<file path="src/rtl/dmem_bus.sv">
`default_nettype none
// ============================================================================
// Module      : dmem_bus
// Description : Single-port data memory behind a valid/ready request and
//               response handshake. Supports byte, half and word loads and
//               stores with sign or zero extension on sub-word loads.
//               Misaligned or reserved-size requests are rejected with an
//               error response and leave memory untouched. Each legal access
//               spends a programmable number of wait cycles in BUSY.
// Ports       : clk, rst_n (async, active-low)
//               req_valid/req_ready  request handshake
//               req_write, req_size, req_unsigned, req_addr, req_wdata
//               resp_valid/resp_ready response handshake
//               resp_rdata, resp_err  (both 0 while resp_valid is 0)
// Revision    : 1.0 - initial release
// ============================================================================
module dmem_bus #(
  parameter int N           = 32,  // data width, fixed at 32 in this generation
  parameter int ADDR_W      = 32,
  parameter int DEPTH       = 64,  // power of two, 2..4096
  parameter int WAIT_CYCLES = 1    // 0..15
) (
  input  logic              clk,
  input  logic              rst_n,
  input  logic              req_valid,
  output logic              req_ready,
  input  logic              req_write,
  input  logic [1:0]        req_size,
  input  logic              req_unsigned,
  input  logic [ADDR_W-1:0] req_addr,
  input  logic [N-1:0]      req_wdata,
  output logic              resp_valid,
  input  logic              resp_ready,
  output logic [N-1:0]      resp_rdata,
  output logic              resp_err
);

  localparam int IDX_W = $clog2(DEPTH);
  localparam logic [3:0] C_WAIT = 4'(WAIT_CYCLES);

  typedef enum logic [1:0] {
    IDLE = 2'd0,
    BUSY = 2'd1,
    RESP = 2'd2
  } state_t;

  state_t r_state;
  state_t w_next;

  logic [3:0]       r_cnt;
  logic             r_write;
  logic             r_uns;
  logic             r_err;
  logic [1:0]       r_size;
  logic [1:0]       r_lane;
  logic [IDX_W-1:0] r_idx;
  logic [N-1:0]     r_wdata;
  logic [N-1:0]     r_rdata;

  logic [N-1:0]     mem [DEPTH];

  logic             w_req_err;
  logic             w_accept;
  logic             w_access;
  logic [N-1:0]     w_word;
  logic [7:0]       w_byte;
  logic [15:0]      w_half;
  logic [N-1:0]     w_load;
  logic [3:0]       w_be;
  logic [N-1:0]     w_wdata;
  logic             w_unused;

  // Address bits above the word index are ignored, so addresses alias.
  assign w_unused = ^req_addr[ADDR_W-1:IDX_W+2];

  assign w_req_err = (req_size == 2'b11) ||
                     ((req_size == 2'b01) && req_addr[0]) ||
                     ((req_size == 2'b10) && (req_addr[1:0] != 2'b00));

  // Gating with rst_n keeps req_ready low for the whole reset interval.
  assign req_ready = rst_n && (r_state == IDLE);
  assign w_accept  = req_valid && req_ready;
  assign w_access  = (r_state == BUSY) && (r_cnt == 4'd0);

  // --------------------------------------------------------------------------
  // FSM
  // --------------------------------------------------------------------------
  always_ff @(posedge clk or negedge rst_n) begin
    if (!rst_n) r_state <= IDLE;
    else        r_state <= w_next;
  end

  always_comb begin
    w_next = r_state;
    case (r_state)
      IDLE: if (w_accept) w_next = w_req_err ? RESP : BUSY;
      BUSY: if (r_cnt == 4'd0) w_next = RESP;
      RESP: if (resp_ready) w_next = IDLE;
      default: w_next = IDLE;
    endcase
  end

  // --------------------------------------------------------------------------
  // Request latch, wait counter and result register
  // --------------------------------------------------------------------------
  always_ff @(posedge clk or negedge rst_n) begin
    if (!rst_n) begin
      r_cnt   <= 4'd0;
      r_write <= 1'b0;
      r_uns   <= 1'b0;
      r_err   <= 1'b0;
      r_size  <= 2'b00;
      r_lane  <= 2'b00;
      r_idx   <= '0;
      r_wdata <= '0;
      r_rdata <= '0;
    end else if (w_accept) begin
      r_cnt   <= C_WAIT;
      r_write <= req_write;
      r_uns   <= req_unsigned;
      r_err   <= w_req_err;
      r_size  <= req_size;
      r_lane  <= req_addr[1:0];
      r_idx   <= req_addr[IDX_W+1:2];
      r_wdata <= req_wdata;
      r_rdata <= '0;
    end else if (r_state == BUSY) begin
      if (r_cnt != 4'd0) r_cnt <= r_cnt - 4'd1;
      else               r_rdata <= r_write ? '0 : w_load;
    end
  end

  // --------------------------------------------------------------------------
  // Load lane extraction and extension
  // --------------------------------------------------------------------------
  assign w_word = mem[r_idx];
  assign w_byte = w_word[{r_lane, 3'b000} +: 8];
  assign w_half = w_word[{r_lane[1], 4'b0000} +: 16];

  always_comb begin
    w_load = w_word;
    case (r_size)
      2'b00: w_load = r_uns ? {{(N-8){1'b0}}, w_byte}
                            : {{(N-8){w_byte[7]}}, w_byte};
      2'b01: w_load = r_uns ? {{(N-16){1'b0}}, w_half}
                            : {{(N-16){w_half[15]}}, w_half};
      default: w_load = w_word;
    endcase
  end

  // --------------------------------------------------------------------------
  // Store lane enables; data is replicated so every enabled lane sees it
  // --------------------------------------------------------------------------
  always_comb begin
    w_be    = 4'b1111;
    w_wdata = r_wdata;
    case (r_size)
      2'b00: begin
        w_be    = 4'b0001 << r_lane;
        w_wdata = {4{r_wdata[7:0]}};
      end
      2'b01: begin
        w_be    = r_lane[1] ? 4'b1100 : 4'b0011;
        w_wdata = {2{r_wdata[15:0]}};
      end
      default: begin
        w_be    = 4'b1111;
        w_wdata = r_wdata;
      end
    endcase
  end

  // Memory is never reset; a reset during BUSY forces IDLE, so no write occurs.
  always_ff @(posedge clk) begin
    if (rst_n && w_access && r_write) begin
      for (int k = 0; k < 4; k++) begin
        if (w_be[k]) mem[r_idx][8*k +: 8] <= w_wdata[8*k +: 8];
      end
    end
  end

  // --------------------------------------------------------------------------
  // Response outputs, forced to zero outside RESP
  // --------------------------------------------------------------------------
  assign resp_valid = (r_state == RESP);
  assign resp_rdata = resp_valid ? r_rdata : '0;
  assign resp_err   = resp_valid && r_err;

endmodule
`default_nettype wire

</file>
<file path="config.mk">
export PLATFORM = sky130hd
export DESIGN_NAME = dmem_bus
export DESIGN_NICKNAME = d
export VERILOG_FILES = /design/src/rtl/dmem_bus.sv
export SDC_FILE = /design/constraint.sdc
export NUM_CORES = 2
export LEC_CHECK = 0
export CAP_MARGIN = 15
export CORE_MARGIN = 2
export CORE_UTILIZATION = 30
export CTS_BUF_LIST = sky130_fd_sc_hd__clkbuf_8 sky130_fd_sc_hd__clkbuf_16
export CTS_CLUSTER_SIZE = 25
export DETAILED_ROUTE_END_ITERATION = 10
export HOLD_SLACK_MARGIN = 0.03
export SLEW_MARGIN = 10
export SYNTH_ARGS = -nofsm -noshare
export SYNTH_HDL_FRONTEND = slang
export SYNTH_SLANG_ARGS = --single-unit
</file>
<file path="constraint.sdc">
create_clock -name clk -period 5.86 [get_ports clk]
set_input_delay 0.586 -clock clk [delete_from_list [all_inputs] [get_ports clk]]
set_output_delay 0.586 -clock clk [all_outputs]
set_load 0.01 [all_outputs]
</file>
==> results.txt <==
----------------------------------------------------
[Status]
  Run status ... finished clean

[Timing]
  Clock period minus final worst setup slack ... around 5.0 ns
  Final count of negative-setup-slack endpoints ... 0
  Worst slack on hold paths ... approximately 0.26 ns
  Maximum clock skew at final layout ... 0.0426 ns
  Final worst path period share ... between 80% and 90%
  Setup TNS ... 0 ns
  Relative slew slack ... 3.54%
  Slew at the pin closest to its max-slew limit ... approximately 1.4 ns
  Final Hold Vio Count ... 0
  Max-slew violations ... 0
  Fmax ... around 200 MHz
  Setup repair after global routing missed its margin ... no

[Job]
  Max-cap violations ... 0

[Layout]
  Final Net Count ... about 5200
  Fraction of layout instances using a drive strength above 1 ... 15.7%
  Count of filler cells inserted in the layout ... roughly 26000
  Syn-to-layout area delta ... 15.5%

[Placed design]
  Routability-driven placement congestion ratio ... a little under 0.9
  Number of I/O port buffers ... between 80 and 90
  Post-detail-place hpwl ... between 150000 and 200000 µm

[Floorplanning]
  Initial Util ... roughly 30%
  Die extent in y ... ~530 µm
  Full die area ... about 0.28 mm²
  Core region area ... around 0.28 mm²
  Floorplan row count ... slightly below 200
  Die width ... 530 µm
  I/O pins ... about 110

[Worst setup path]
  Endpoint type of the worst setup path ... flop
  Data arrival at the endpoint of the critical path ... between 5 and 6 ns
  Critical path startpoint category ... flop
  Cell Chain, Critical Path ... buf_4 > and3b_4 > buf_12 > a22oi_1 > a41oi_1 > a2111oi_0 > buf_4 > o2111ai_1 > o21ai_0 > o32ai_1 > a221o_1
  Worst-path fanout max ... 48
  Library cell appearing most often on the critical path ... buf_4
  Family with the most delay on the worst path ... compound AO/OA/AOI/OAI gates
  Required time at the worst-slack endpoint ... roughly 6.6 ns
  Maximum cell stage delay along the critical path ... approximately 0.86 ns
  Slowest cell on the critical path ... dfrtp_4
  Critical setup path kind ... flop to flop
  Buf/Inv on CP ... 3

[Power and ir drop]
  Max rail drop VDD ... ~0.00055 V
  Combinational fraction of design power ... 34.4%
  Power per cell area ... 527 mW/mm²
  NetSw ... roughly 19 mW
  Net Sw Frac ... 37.8%
  Pint ... around 31 mW
  Clk pwr share ... ~25%
  Sequential group share of total power ... about 40%
  Static power due to leakage ... about 30 nW

[Synthesis]
  Largest area contributor in the netlist ... edfxtp_1
  Leading register cell type out of synthesis ... edfxtp_1
  Part of the Yosys area used for sequential elements ... about three quarters
  Avg Cell Area, Syn ... between 15 and 20 µm²
  Area fraction of the dominant cell type after synthesis ... between 70% and 80%
  Flops & latches, synth ... roughly 2100
  Async set-or-reset flop fraction in the synthesized netlist ... under 10%
  Total nets after synthesis ... approximately 5000
  Number of instances in the synthesized netlist ... between 4000 and 5000
  Synthesis warning total ... 0
  Unique cell type count in the Yosys netlist ... 86
  Number of enable-type register cells in the synthesized netlist ... between 2000 and 2500
  Most area-consuming cells after synthesis ... edfxtp_1 (74%), a22oi_1 (3.3%), dfrtp_1 (2.5%), mux2i_1 (2.3%), mux4_2 (2.2%)
  Cell Area, Synth ... 0.0831 mm²

[CTS]
  CTS tree ... built
  Number of post-CTS setup repair buffers ... 0
  Maximum count of clock buffers along a single path ... 3
  Count of hold-fix buffers inserted at cts ... 1
  # clock sinks ... 2131
  Post-CTS resize count ... 0
  Number of buffers created by CTS ... 210
  Root Buffer Master ... clkbuf_16
  Clock-pin slew on the worst setup and hold paths ... ~0.070 ns
  H-Tree Level Count ... 4
  Clk Latency, worst-skew pair ... roughly 0.86 ns

[Detailed routing]
  Total detailed-routing wirelength ... between 200000 and 300000 µm
  Detailed-routing iteration count for the pre-antenna-repair pass ... 7
  Topmost layer with routed signal wires ... met5
  Met3 WL ... around 33000 µm
  DR vias/cell ... around 5.6
  Initial detailed-routing violation count ... around 8000
  Number of nets with antenna violations after routing ... 0
  Residual DRC ... 0
  Average routed wire per standard cell ... roughly 31 µm
  Via count of the routed design ... 50500
  Metal-1 WL ... around 110000 µm
  Met2 wirelength from detailed routing ... 126000 µm

[GRT]
  Overall global routing resource usage ... 19.5%
  Initial antenna violation count ... 16
  Global-route wire length before repair ... slightly below 400000 µm
  Number of global-route vias before repair ... ~48000
  Global route total overflow ... 0
  Maximum number of pins on one net before global-route repair ... 96

[Min path]
  Class of the tightest hold or removal check ... primary input to flop

----------------------------------------------------
## area by class of cell
class | instances | area (µm²) | area share, %
clock inverters | 167 | 1130 | 1.18
inverters | 19 | 75.1 | 0.0783
repair buffers | 368 | 3280 | 3.42
diodes | 20 | 50.0 | 0.0522
well taps | 3705 | 4640 | 4.83
flip-flops and latches | 2131 | 63600 | 66.3
clock buffers | 212 | 5290 | 5.52
multi-input cells | 2380 | 17800 | 18.6
## cell usage after synthesis, drive strengths merged, types with 52 or more instances
cell type / number
nand2: 305
a221oi: 117
dfrtp: 83
a22oi: 362
o21ai: 81
mux2i: 193
clkbuf: 118
a22o: 81
mux4: 82
edfxtp: 2048
nor2: 322
nand3: 52
a21oi: 78
mux2: 117
buf: 232
## layout by cell type, fill, tap and decap left out, drive strengths merged, types with 24 or more instances in the layout
cell and n:
a31oi 48, mux2i 193, nand2 305, o21ai 81, nand4 38, clkinv 101
nor3 32, a21oi 78, nand3 52, clkbuf 212, nor2 322, clkdlybuf4s50 81
dfrtp 83, a221oi 117, edfxtp 2048, o22ai 47, and2 42, mux2 117
o22a 24, a22o 81, a221o 48, a22oi 362, mux4 82, inv 73
buf 286
## routing by layer
metal | vias up | GRT usage [%]
met5 | - | 0.359
met4 | 10 | 11.0
met3 | 633 | 5.29
met2 | 3421 | 29.2
met1 | 26200 | 25.6
li1 | 20300 | -
## worst register-to-register path, stage by stage, from the launching register on
cell and delay (ns):
dfrtp_4 0.86, buf_4 0.45, and3b_4 0.43, buf_12 0.32
a22oi_1 0.21, a41oi_1 0.22, a2111oi_0 0.82, buf_4 0.24
o2111ai_1 0.51, o21ai_0 0.43, o32ai_1 0.11, a221o_1 0.28
## sequential cells by signal, indices dropped and copies added, names as in the netlist
name     flops
r_idx        6
mem       2048
r_size       2
r_err        1
r_wdata     32
r_lane       2
r_uns        1
r_rdata     32
r_cnt        4
r_write      1
r_state      2
## logic make-up after synthesis
family          after synthesis  synth area share, %
xor+xnor                      3               0.0316
flops                      2131                 76.6
fa+ha+maj                     1               0.0151
compound gates             1036                 9.49
mux                         392                 6.14
buf+inv                     369                 2.30
simple gates                948                 5.47
## power by group through the flow
stage / Clock (mW) / Combinational (mW) / Sequential, mW
after floorplan: 0 / 8.61 / 20.7
after global placement: 0 / 16.6 / 20.7
after detailed placement: 0 / 16.8 / 20.7
after CTS: 12.8 / 16.9 / 20.4
after global routing: 13.4 / 17.7 / 20.4
final: 12.7 / 17.4 / 20.4
## through the flow
step           cell area [µm²]  power [mW]  utilization, %  cells  setup WS (ns)
3_3_place_gp             89300        37.3            32.4   8599           1.20
6_report                 95900        50.6            34.7   9002          0.837
4_1_cts                  95800        50.1            34.7   8980           1.10
2_1_floorplan            83100        29.3               -   4880           1.37
3_5_place_dp             89300        37.6            32.4   8600           1.10
5_1_grt                  95800        51.5            34.7   8985          0.901
## worst paths after layout
kind	startpoint	end	slack (ns)	cells past startpoint
max in group asynchronous	rst_n	r_idx[0]	4.37	3
hold reg to reg	r_wdata[16]	r_wdata[16]	0.48	2
hold / removal	req_wdata[24]	r_wdata[24]	0.26	3
setup / recovery	r_idx[0]	r_rdata[3]	0.84	11
min in group asynchronous	rst_n	r_wdata[1]	0.27	2
setup reg to reg	r_idx[0]	r_rdata[3]	0.84	11
Power figures use the tool's default switching activity.
